## config.mk

```make
export PLATFORM = sky130hd
export DESIGN_NAME = alu_op_scheduler
export DESIGN_NICKNAME = d
export VERILOG_FILES = /design/src/rtl/alu_op_scheduler_pkg.sv /design/src/rtl/alu_op_scheduler_arbiter.sv /design/src/rtl/alu_op_scheduler.sv
export SDC_FILE = /design/constraint.sdc
export NUM_CORES = 1
export LEC_CHECK = 0
export CAP_MARGIN = 20
export CORE_UTILIZATION = 25
export DETAILED_ROUTE_END_ITERATION = 10
export GPL_ROUTABILITY_DRIVEN = 0
export GPL_TIMING_DRIVEN = 0
export PLACE_DENSITY = 0.65
export SYNTH_ARGS = -nofsm -noshare
export SYNTH_HDL_FRONTEND = slang
export SYNTH_SLANG_ARGS = --single-unit
```

## constraint.sdc

```tcl
create_clock -name clk -period 1.8 [get_ports clk]
set_input_delay 0.36 -clock clk [delete_from_list [all_inputs] [get_ports clk]]
set_output_delay 0.36 -clock clk [all_outputs]
set_load 0.02 [all_outputs]
```

## src/rtl/alu_op_scheduler_pkg.sv

```systemverilog
// Shared constants for the ALU operation scheduler: opcodes, per-op latencies
// and the scheduler FSM state encoding.
package alu_op_scheduler_pkg;

    localparam int OP_ADD   = 0;
    localparam int OP_SUB   = 1;
    localparam int OP_MUL   = 2;
    localparam int OP_DIV   = 3;
    localparam int OP_FPADD = 4;

    // Cycles from alu_start to the cycle in which alu_y is sampled
    localparam int LAT_ADD   = 1;
    localparam int LAT_SUB   = 1;
    localparam int LAT_MUL   = 32;
    localparam int LAT_DIV   = 32;
    localparam int LAT_FPADD = 32;

    localparam int CNT_W = 6;

    typedef enum logic [1:0] {
        IDLE,
        ISSUE,
        WAIT,
        RESP
    } state_e;

endpackage

```

## src/rtl/alu_op_scheduler_arbiter.sv

```systemverilog
// Two-requester grant logic for the ALU operation scheduler.
// ALU_OP_SCHEDULER_RR_EN selects round-robin; otherwise requester 0 has fixed priority.
module alu_op_arbiter (
`ifdef ALU_OP_SCHEDULER_RR_EN
    input  logic       clk,
    input  logic       rst_n,
    input  logic       gnt_take,
`endif
    input  logic [1:0] req,
    output logic       gnt_vld,
    output logic       gnt_idx
);

`ifdef ALU_OP_SCHEDULER_RR_EN
    // ptr_q names the requester that wins a tie; it flips away from each winner
    logic ptr_q;
    logic ptr_d;

    always_comb begin
        gnt_vld = |req;
        if (req == 2'b11) begin
            gnt_idx = ptr_q;
        end else begin
            gnt_idx = ~req[0];
        end
        ptr_d = ptr_q;
        if (gnt_take) begin
            ptr_d = ~gnt_idx;
        end
    end

    always_ff @(posedge clk or negedge rst_n) begin
        if (!rst_n) begin
            ptr_q <= 1'b0;
        end else begin
            ptr_q <= ptr_d;
        end
    end
`else
    always_comb begin
        gnt_vld = |req;
        gnt_idx = ~req[0];
    end
`endif

endmodule

```

## src/rtl/alu_op_scheduler.sv

```systemverilog
// Serialises two requesters onto one external ALU datapath and returns results.
// Build option: ALU_OP_SCHEDULER_RR_EN enables round-robin arbitration.
module alu_op_scheduler
    import alu_op_scheduler_pkg::*;
#(
    parameter int DATA_W = 32,
    parameter int SR_W   = 6
) (
    input  logic                clk,
    input  logic                rst_n,
    input  logic [1:0]          req_valid,
    output logic [1:0]          req_ready,
    input  logic [2*SR_W-1:0]   req_sr,
    input  logic [2*DATA_W-1:0] req_a,
    input  logic [2*DATA_W-1:0] req_b,
    output logic [1:0]          rsp_valid,
    input  logic [1:0]          rsp_ready,
    output logic [DATA_W-1:0]   rsp_data,
    output logic                rsp_err,
    output logic [DATA_W-1:0]   alu_a,
    output logic [DATA_W-1:0]   alu_b,
    output logic [SR_W-1:0]     alu_sr,
    output logic                alu_start,
    input  logic [DATA_W-1:0]   alu_y
);

    function automatic logic [CNT_W-1:0] op_latency(input logic [SR_W-1:0] op);
        logic [CNT_W-1:0] lat;
        case (op)
            SR_W'(OP_ADD):   lat = CNT_W'(LAT_ADD);
            SR_W'(OP_SUB):   lat = CNT_W'(LAT_SUB);
            SR_W'(OP_MUL):   lat = CNT_W'(LAT_MUL);
            SR_W'(OP_DIV):   lat = CNT_W'(LAT_DIV);
            SR_W'(OP_FPADD): lat = CNT_W'(LAT_FPADD);
            default:         lat = '0;
        endcase
        return lat;
    endfunction

    function automatic logic op_supported(input logic [SR_W-1:0] op);
        return op <= SR_W'(OP_FPADD);
    endfunction

    state_e              state_q, state_d;
    logic [CNT_W-1:0]    cnt_q, cnt_d;
    logic                sel_q, sel_d;
    logic [SR_W-1:0]     sr_q, sr_d;
    logic [DATA_W-1:0]   a_q, a_d;
    logic [DATA_W-1:0]   b_q, b_d;
    logic [DATA_W-1:0]   res_q, res_d;
    logic                err_q, err_d;

    logic                gnt_vld;
    logic                gnt_idx;
    logic                gnt_take;
    logic [SR_W-1:0]     gnt_sr;

    alu_op_arbiter u_arbiter (
`ifdef ALU_OP_SCHEDULER_RR_EN
        .clk      (clk),
        .rst_n    (rst_n),
        .gnt_take (gnt_take),
`endif
        .req      (req_valid),
        .gnt_vld  (gnt_vld),
        .gnt_idx  (gnt_idx)
    );

    assign gnt_sr = gnt_idx ? req_sr[SR_W +: SR_W] : req_sr[0 +: SR_W];

    always_comb begin
        state_d   = state_q;
        cnt_d     = cnt_q;
        sel_d     = sel_q;
        sr_d      = sr_q;
        a_d       = a_q;
        b_d       = b_q;
        res_d     = res_q;
        err_d     = err_q;
        req_ready = 2'b00;
        rsp_valid = 2'b00;
        alu_start = 1'b0;
        gnt_take  = 1'b0;

        case (state_q)
            IDLE: begin
                // Gated by rst_n so no grant is advertised while reset is held
                if (gnt_vld && rst_n) begin
                    gnt_take           = 1'b1;
                    req_ready[gnt_idx] = 1'b1;
                    sel_d              = gnt_idx;
                    sr_d               = gnt_sr;
                    a_d                = gnt_idx ? req_a[DATA_W +: DATA_W] : req_a[0 +: DATA_W];
                    b_d                = gnt_idx ? req_b[DATA_W +: DATA_W] : req_b[0 +: DATA_W];
                    if (op_supported(gnt_sr)) begin
                        state_d = ISSUE;
                    end else begin
                        res_d   = '0;
                        err_d   = 1'b1;
                        state_d = RESP;
                    end
                end
            end
            ISSUE: begin
                alu_start = 1'b1;
                cnt_d     = op_latency(sr_q);
                state_d   = WAIT;
            end
            WAIT: begin
                cnt_d = cnt_q - CNT_W'(1);
                if (cnt_q == CNT_W'(1)) begin
                    res_d   = alu_y;
                    err_d   = 1'b0;
                    state_d = RESP;
                end
            end
            RESP: begin
                rsp_valid[sel_q] = 1'b1;
                if (rsp_ready[sel_q]) begin
                    state_d = IDLE;
                end
            end
            default: state_d = IDLE;
        endcase
    end

    always_ff @(posedge clk or negedge rst_n) begin
        if (!rst_n) begin
            state_q <= IDLE;
            cnt_q   <= '0;
            sel_q   <= 1'b0;
            sr_q    <= '0;
            a_q     <= '0;
            b_q     <= '0;
            res_q   <= '0;
            err_q   <= 1'b0;
        end else begin
            state_q <= state_d;
            cnt_q   <= cnt_d;
            sel_q   <= sel_d;
            sr_q    <= sr_d;
            a_q     <= a_d;
            b_q     <= b_d;
            res_q   <= res_d;
            err_q   <= err_d;
        end
    end

    assign alu_a    = a_q;
    assign alu_b    = b_q;
    assign alu_sr   = sr_q;
    assign rsp_data = res_q;
    assign rsp_err  = err_q;

endmodule

```

* Word-level counts from Yosys, hierarchy flattened *
Cells that the tools add are included.

word-level totals
  bits in registers = 112
  bits of input ports = 178
  output and inout bits = 108
  word-level logic and storage cells = 68

operators by class
  $add $sub $neg = 1
  magnitude comparators = 5
  eq/ne operators = 12
  multiplexer cells = 28
  bitwise logic cells = 1
  reduce and logical (&&, ||, !) cells = 13

operators with widths
  cell                                                                    number
  32-bit two-way mux                                                      5
  32-bit one-hot mux with 2 select lines                                  1
  6-bit one-hot mux with 2 select lines                                   2
  2-bit two-way mux                                                       7
  6-bit by 1-bit equality test with 1-bit output (second input constant)  2
  6-bit by 2-bit equality test with 1-bit output (second input constant)  2
  1-bit two-way mux                                                       8
  2-bit inequality test (second input constant)                           4
  2-bit one-hot mux with 4 select lines                                   1
  6-bit by 3-bit equality test with 1-bit output (second input constant)  1
  6-bit by 3-bit <= comparator with 1-bit output (second input constant)  1
  6-bit logical NOT                                                       1
  6-bit two-way mux                                                       1
  6-bit by 1-bit subtractor with 6-bit output (second input constant)     1
  2-bit equality test (second input constant)                             2
  1-bit by 2-bit < comparator with 1-bit output (second input constant)   2
  4-bit AND reduction                                                     1
  2-bit nonzero test                                                      2
  2-bit OR reduction                                                      2
  1-bit logical AND                                                       3
  3-bit AND reduction                                                     1
  3-bit OR reduction                                                      1
  1-bit demux with 1-bit select                                           2
  2-bit by 1-bit equality test with 1-bit output (second input constant)  1
  5 further kinds                                                         6

* Longest topological paths before layout *
Gate-level depths: netlist of run 1.

  word-level depth = 7
  gate-level depth with buffers = 9

* By module *
From an unflattened synthesis of run 1, not the netlist that was laid out.

unflattened totals
  cell total of the unflattened synthesis = 527
  area, all modules = 5378.9 um^2

by module, submodules not included
  module            instances  cells each  area an instance (um^2)  sequential area each (um^2)
  alu_op_scheduler  1          525         5368.9                   2802.7
  alu_op_arbiter    1          2           10.0                     0.0

* Worst setup path after synthesis of run 1 *
No wires, ideal clock.

  path type = register to register
  start = reg state_q[0]
  end = reg err_q, in the netlist rsp_err
  library setup time = 0.128 ns
  arrival = 1.722 ns
  data required time = 1.672 ns
  slack = -0.049 ns
  cell stages (with the launch flop) = 9
  period minus slack after synthesis = 1.849 ns
  cells stage by stage = dfrtp_1 > inv_1 > ha_1 > clkbuf_1 > inv_1 > o21ai_1 > o211a_1 > buf_6 > mux2_1

on the way
  cells in the longest elaborated chain, start to end = 3
  elaborated cells on any way between the ends = 8
  those cells by class = eq/ne (4); mux (1); reduce/logical (3)

ends and longest elaborated chain
  what                                                                   line                     source
  from (decl)                                                            alu_op_scheduler.sv:44   state_e state_q, state_d;
  from (signal assigned)                                                 alu_op_scheduler.sv:138  state_q <= state_d;
  2-bit equality test or 2-bit logical NOT (tied branches)               alu_op_scheduler.sv:85   case (state_q)
  2-bit inequality test (no line) or 2-bit nonzero test (tied branches)  --
  4-bit AND reduction (no line)                                          --
  to (signal assigned)                                                   alu_op_scheduler.sv:145  err_q <= err_d;
  to (decl)                                                              alu_op_scheduler.sv:51   logic err_q, err_d;

Parallel ways exist; a longest one is shown, timed or not.
A chain may end at the register's enable or synchronous reset.

* Final worst setup path of run 1 *
  start = in req_sr[3]
  end = reg err_q, in the netlist rsp_err

on the way
  cells in the longest elaborated chain, start to end = 4

ends and longest elaborated chain
  what                                            line                    source
  from (decl)                                     alu_op_scheduler.sv:13  input logic [2*SR_W-1:0] req_sr,
  6-bit two-way mux                               alu_op_scheduler.sv:69  assign gnt_sr = gnt_idx ? req_sr[SR_W +: SR_W] : req_sr[0 +: SR_W];
  6-bit by 3-bit <= comparator with 1-bit output  alu_op_scheduler.sv:41  return op <= SR_W'(OP_FPADD);
  2-bit inequality test (no line)                 --
  4-bit AND reduction (no line)                   --

No other way between the ends.

==> run summary, run 1 <==
Of the total synthesized cell area, the portion taken by AND, OR, NAND and NOR gates is 0.0971. The highest metal layer carrying signal wires in the routed design is met4. Prior to clock tree synthesis, the placed netlist has a worst setup slack of -1.10 ns. The beginning of the worst register-to-register path is cnt_q[2]. At the worst endpoint, the arrival time is about 2.1 ns. The full die area is ~0.022 sq mm. The clock tree synthesis step divided the H-tree into 3 levels.

The hold violation total from the final report came out at 57. The count of cells in the finished layout, fillers not included, comes to 1116. The setup violation total in the final timing report is 25. The xor/xnor cell area share of the yosys netlist is 0. Summed over all nets, wire length on met3 after detailed routing comes to around 1400 um.

The actual transition at the worst max-transition pin is slightly above 0.5 ns. After global routing the overflow that remains totals 0. The internal cell power is 0.00841 W. Entering global routing, the biggest net connects 60 pins. The number of antenna diodes in the final layout is 0. The post-route minimum period came out at around 1.9 ns. Setup repair after global routing could not meet its margin everywhere.

The biggest fanout along the worst timing path is 5. The final layout net count came out at 1021. The average cell area after synthesis came out at between 10 and 15 sq um. In this run, CTS created clock tree buffers numbering 9. The dominant cell type by area after synthesis is dfrtp_1. The total cell area at the placement stage is ~0.0086 sq mm.

The mux contribution to synthesized area is 0.207. In this run the core area contains 53 standard-cell rows. The first-pass GRT wire length came out at 27700 um. The commonest cells after synthesis are 112 x dfrtp_1, 107 x mux2i_1, 105 x nand2_1. The vertical die dimension came out at 148 um. The cell leakage power is 4.13 nW. The post-route worst hold slack came out at -0.123 ns. The wire-length estimate of the detail-placed layout is between 10000 and 15000 um. The post-synthesis to final-layout area growth came out at 73.4%. Among all cell types in the netlist, the one instantiated most often is dfrtp_1. STA classifies the critical path startpoint as an input port. The area of the placeable core is 0.0210 sq mm. CTS saw roughly 110 sinks.

The most used flip-flop cell after synthesis is dfrtp_1. The post-synthesis sequential area ratio came out at 0.525. The total count of max-transition violations in the final report is 0.

The power density of the placed cells came out at roughly 1500 mW/mm^2. The number of top-level pins came out at between 200 and 300. The via total after detailed routing came out at roughly 4800. The count of warnings emitted by yosys is 0. In this run the critical register-to-register path is captured at rsp_err. The peak ir drop on the vdd network came out at approximately 660 uV. The iteration count of the initial detailed-routing pass is 4.

The synthesized netlist occupies a cell area of ~0.0053 sq mm. The aggregate negative setup slack is -0.830 ns. The smallest setup slack after layout came out at -0.0694 ns. The final-layout fill cell count came out at a little over 2000. The effective utilization at floorplan is 0.255.

The synthesized netlist net count is 701. The setup skew after layout came out at just under 0.008 ns. The post-route cell area is 0.00925 sq mm. The synthesized-area fraction occupied by ao, oa, aoi and oai cells came out at 0.0924. The horizontal die dimension is around 150 um. Synthesis inferred 112 register bits. The async set or reset register ratio after synthesis came out at 1.00. The via count of the first global-routing pass came out at around 5000. The flow ran to the end, but the final reports show violations. The critical path capture point type is a flip-flop. The total of buffers placed on input and output ports is between 200 and 300. In this run, distinct cell masters in the synthesized netlist total 34. The critical path startpoint is req_sr[3]. The total length of routed met2 wires is between 8000 and 9000 um. At the end of the flow the core is filled with cells to 0.441. The clock transition time at the flip-flop clock pins of the worst setup and hold paths is 0.08 ns. The worst slew slack as a fraction of its limit is 0.662. The sequential share of power came out at 0.302. The total wire length is ~18000 um. The number of violations of the max-capacitance limit is 0. The portion of the clock cycle consumed by the worst path in the final layout came out at 1.04. For this run, the total global-route usage over all layers was measured as 0.166. The switching part of the total came out at 0.385. The cell total after placement is roughly 1100.

The checks that failed: negative hold slack, negative setup slack. The initial antenna violation count came out at 0. The share of layout cells above drive strength 1 is 0.102. The insertion delay of the later-clocked pin in the worst-skew pair is 0.35 ns.

The slack of the worst reg-to-reg path came out at -0.06 ns. The switching power of the nets is ~0.0053 W. Dividing the detail-routed via count by the number of cells gives 4.30. The tree is rooted in a clkbuf_16. The maximum achievable frequency came out at roughly 0.53 GHz. The violation count after the first detailed-route iteration is about 130.

The synthesized-area fraction occupied by adder cells came out at 0.0164. The met1 wire length came out at 7400 um. The portion of total power attributed to the clock network is 0.147. The fraction of power consumed by combinational cells came out at 0.552. The worst register-to-register path has a depth of 6.

The required time of the critical path is 2.04 ns. The maximum clock insertion buffer count is 2. By area, the combinational part of the netlist is dominated by multiplexers. The remaining antenna violation count came out at 0. For this run, design rule violations remaining after detail routing come to 0. By area the synthesized netlist is led by dfrtp_1 53%, mux2i_1 20%, nand2_1 7.4%. The share of Yosys cell area claimed by the top area cell type came out at 0.525. The clock tree from TritonCTS is built. The cell count after synthesis came out at 516. After detailed routing, the average wire length per cell comes to ~16 um.

The number of enable-type register cells in the synthesized netlist is 0. The path class of the tightest hold or removal check is in -> async. The kind of critical path is in -> reg.
## power by group through the flow
stage | sequential [W] | combinational, W | clock (W)
after floorplan | 0.00524 | 0.00242 | 0
after global placement | 0.00414 | 0.00667 | 0
after detailed placement | 0.00417 | 0.00672 | 0
after CTS | 0.00414 | 0.00778 | 0.00209
after global routing | 0.00427 | 0.00820 | 0.00218
final | 0.00413 | 0.00754 | 0.00200
## flip-flops by register name, summed over array words and instances (netlist names)
signal / count
alu_sr: 6
state_q: 2
alu_a: 32
rsp_err: 1
sel_q: 1
cnt_q: 6
rsp_data: 32
alu_b: 32
## stage by stage
stage	total power, W	hold slack [ns]
after floorplan	0.00766	0.0644
after global placement	0.0108	0.461
after detailed placement	0.0109	0.364
after CTS	0.0140	-0.121
after global routing	0.0146	-0.105
final	0.0137	-0.123
## cell type report
| cell class | instances | area, sq um | share of cell area |
|---|---|---|---|
| clock buffer | 11 | 253 | 0.0273 |
| sequential | 112 | 2800 | 0.303 |
| timing repair buffer | 310 | 3170 | 0.342 |
| tap | 275 | 344 | 0.0372 |
| clock inverter | 5 | 40.0 | 0.00433 |
| buffer | 32 | 228 | 0.0246 |
| inverter | 41 | 158 | 0.0170 |
| multi-input combinational | 330 | 2260 | 0.244 |
## cell families after synthesis
family	count (synthesis)
and+or+nand+nor	125
buffers and inverters	74
DFF	112
muxes	110
adders and majority gates	7
AOI/OAI and AO/OA	88
## metal layers
metal,vias to the layer above,global-route usage
met5,-,0
met4,0,0.0521
met3,14,0.0500
met2,203,0.286
met1,2217,0.197
li1,2365,-
## layout by cell type, fill, tap and decap left out, types with 2 or more instances in the layout
cell,n
inv_2,2
clkbuf_8,2
nor2b_1,2
buf_6,5
buf_2,11
clkinv_4,3
nor3_1,3
o21ai_0,71
inv_1,38
clkbuf_16,9
nor2_1,3
dfrtp_1,112
buf_12,11
nand2b_1,3
o21ai_2,2
mux2_2,2
o22ai_1,4
nand2_1,105
clkdlybuf4s50_1,272
ha_4,2
dlygate4sd2_1,5
nand3_1,2
mux2i_1,107
clkbuf_1,11
clkbuf_2,4
buf_4,17
ha_1,4
o221ai_1,2
## worst max path at each step
stage	endpoint	slack (ns)	depth (start not counted)
2_1_floorplan	rsp_err	0.03	8
4_1_cts	req_ready[1]	-0.09	6
6_report	rsp_err	-0.07	7
5_1_grt	rsp_data[27]	-0.14	10
3_5_place_dp	req_ready[1]	-1.10	6
3_3_place_gp	req_ready[1]	-5.59	5
## critical path, stage by stage
cell	delay, ns
clkdlybuf4s50_1	0.44
nor4b_2	0.28
o221ai_1	0.18
o211a_1	0.28
buf_8	0.16
buf_12	0.12
mux2_4	0.28
## repair_timing
action | in CTS | in global routing
gates cloned | 4 | 0
resized for setup | 65 | 12
hold endpoints to repair | 57 | 57
endpoints found under the setup margin | 113 | 53
setup buffers | 19 | 6
pin swaps | 2 | 3
No activity file was read; power rests on OpenSTA's default activity.
==> inputs of run 2 (changes only) <==
CTS_CLUSTER_SIZE = 10   (was not set)
==> results of run 2 <==
The final DEF is identical to that of run 1; final timing and power are the same.
==> inputs of run 3 (changes only) <==
clock period = 1.55 ns   (was 1.8 ns; I/O delays follow)
==> run summary, run 3 (synthesized netlist as in run 1, its figures left out) <==
The standard-cell row count is 53. The effective utilization at floorplan is 0.255. The post-synthesis to final-layout area growth came out at 75.5%. The per-cell via count in the routed design came out at between 4 and 5. The total count of max-transition violations in the final report is 0.

The final antenna diode count is 0. The placed instances occupy a cell area of ~0.0086 sq mm. In this run the critical register-to-register path is launched from cnt_q[2].

For this run, the share of the core covered by cells in the final layout is 0.447. The layout has between 2000 and 2500 filler cells. The slowest stage of the critical path is the or3_4 cell. The area of the placeable core is approximately 0.021 sq mm. The setup violation total in the final timing report came out at about 100.

The horizontal die dimension came out at 148 um. The critical path capture point type is a flip-flop. Measured along the y axis, the die boundary spans ~150 um. The initial antenna violation count is 0. The post-route minimum period is roughly 1.9 ns. The post-route cell area is around 0.0094 sq mm. The depth of the CTS H-tree is 3. The required time of the critical path is around 1.8 ns. The number of violations of the max-capacitance limit came out at 0. IR analysis of the VDD net gives a maximum drop of 788 uV. STA classifies the critical path startpoint as a flip-flop. The via count of the first global-routing pass is around 5000.

The setup skew after layout is about 0.0082 ns. Dividing the detail-routed wire length by the instance count gives 16.2 um. Wire segments on met2 add up to 8940 um in the final route. In this run the worst hold path is classified as in -> async. For this block, the initial DRC count from the detailed router was between 100 and 150. The detailed-route DRC error count came out at 0. The actual transition at the worst max-transition pin came out at ~0.45 ns. The flow ran to the end, but the final reports show violations.

The data arrival time of the critical path is ~2.1 ns. The iteration count of the initial detailed-routing pass came out at 4. Across all layers, the routed design uses 4859 vias. In this run the worst setup path begins at cnt_q[2]. The total wire length is roughly 18000 um. Counting stages on the worst path, the most repeated cell is buf_12. The number of clock sinks seen by CTS came out at approximately 110. In this run the top signal layer used is met4. For this design the static power due to leakage is around 4.5 nW. The root buffer cell is clkbuf_16. The first global-routing pass estimated around 28000 um of wire. The kind of critical path is reg -> reg.

The signal on the critical path passes through or3_4, o21ai_2, o211a_1, buf_12, buf_12, buf_12, mux2i_1. The amount of wire on met3 after detailed routing is 1390 um. Leaving out fill and tap cells, the most frequent cells in the layout are 175 x clkdlybuf4s50_1, 112 x dfrtp_1, 106 x mux2i_1.

The aggregate negative setup slack is -11.99 ns. The number of buffers created by CTS is 9. TritonCTS built the clock tree. Timing would allow up to 0.539 GHz. The half-perimeter wire length of the detailed placement result came out at about 13000 um.

The insertion delay of the later-clocked pin in the worst-skew pair came out at between 0.3 and 0.4 ns. The number of top-level pins is around 290. The met1 wire length came out at 7550 um.

The post-route worst hold slack is -0.200 ns. The overall overflow remaining after global route is 0. The most common library cell in the layout ignoring fill and taps is clkdlybuf4s50_1. The cell total after placement is roughly 1100. The share of layout cells above drive strength 1 is 0.128. The biggest fanout along the worst timing path came out at 7. Power spread over the standard cell area amounts to ~1700 mW/mm^2. The net count of the finished layout is between 1000 and 1500. Setup repair after global routing could not meet its margin everywhere. The worst slew slack as a fraction of its limit came out at 0.699. The clock transition time at the flip-flop clock pins of the worst setup and hold paths came out at roughly 0.080 ns. The smallest setup slack after layout is -0.304 ns. The pin count of the biggest net entering global routing came out at 54. Of the available clock period, the critical path in the final layout requires 1.20.

The hold violation total from the final report is 51. The total of buffers placed on input and output ports came out at ~280. The final standard cell count with taps included and fillers excluded is about 1100. The all-layer global routing usage came out at 0.169.

In this run the deepest clock path goes through 2 buffers. The maximum cell stage delay along the critical path is ~0.41 ns. The remaining antenna violation count is 0. The final reports fail on negative hold slack, negative setup slack. The full die area is roughly 0.022 sq mm.
[run 3: cell types whose count changed in the layout (fill, tap and decap cells not counted), moves of 7 or more]
cell	delta
dlygate4sd2_1	+98
clkbuf_1	-9
o21ai_1	+20
nand2_1	-7
clkdlybuf4s50_1	-97
o21ai_0	-22
[run 3: power breakdown]
group | total, W | leakage (nW) | switching [W] | internal, W
Clock | 0.00245 | 0.153 | 0.00114 | 0.00131
Sequential | 0.00477 | 1.43 | 0.000663 | 0.00410
Combinational | 0.00837 | 2.94 | 0.00440 | 0.00397
[run 3: routing by layer]
layer | vias to the layer above | track usage
li1 | 2379 | -
met3 | 15 | 0.0482
met1 | 2263 | 0.205
met2 | 202 | 0.290
met4 | 0 | 0.0500
met5 | - | 0
[run 3: final timing paths]
check                               endpoint  slack [ns]  cells past startpoint
worst max-delay path            rsp_data[12]       -0.30                      7
worst min-delay path            rsp_data[10]       -0.20                      1
worst max register to register  rsp_data[12]       -0.30                      7
worst min register to register      alu_b[3]        0.47                      2
max in group asynchronous       rsp_data[17]        1.11                      2
min in group clk                   alu_sr[2]        0.47                      4
[run 3: area by class of cell]
class | instances | area, sq um | area share
Tap cell | 275 | 344 | 0.0368
Multi-Input combinational cell | 330 | 2330 | 0.249
Timing Repair Buffer | 311 | 3100 | 0.331
Clock inverter | 6 | 66.3 | 0.00709
Clock buffer | 10 | 239 | 0.0255
Sequential cell | 112 | 2800 | 0.299
Buffer | 31 | 327 | 0.0349
Inverter | 41 | 156 | 0.0167
[run 3: metrics by stage]
stage / total power [W] / setup WS [ns] / hold WS (ns)
2_1_floorplan: 0.00900 / -0.102 / 0.0144
3_3_place_gp: 0.0126 / -5.83 / 0.460
3_5_place_dp: 0.0127 / -1.32 / 0.305
4_1_cts: 0.0156 / -0.338 / -0.181
5_1_grt: 0.0166 / -0.385 / -0.177
6_report: 0.0156 / -0.304 / -0.200
[run 3: critical path: cells and delay by family, from the launching register on]
family                 cells  cell delay (ns)
and+or+nand+nor            1             0.41
muxes                      1             0.18
AOI/OAI and AO/OA          2             0.40
buffers and inverters      3             0.37
DFF                        1             0.40
[run 3: repair_timing]
action / CTS / global route
resized for setup: 186 / 55
setup endpoints to repair: 217 / 110
cloned: 5 / 3
buffers inserted: 15 / 7
pin swaps: 2 / 2
hold endpoints to repair: 51 / 51
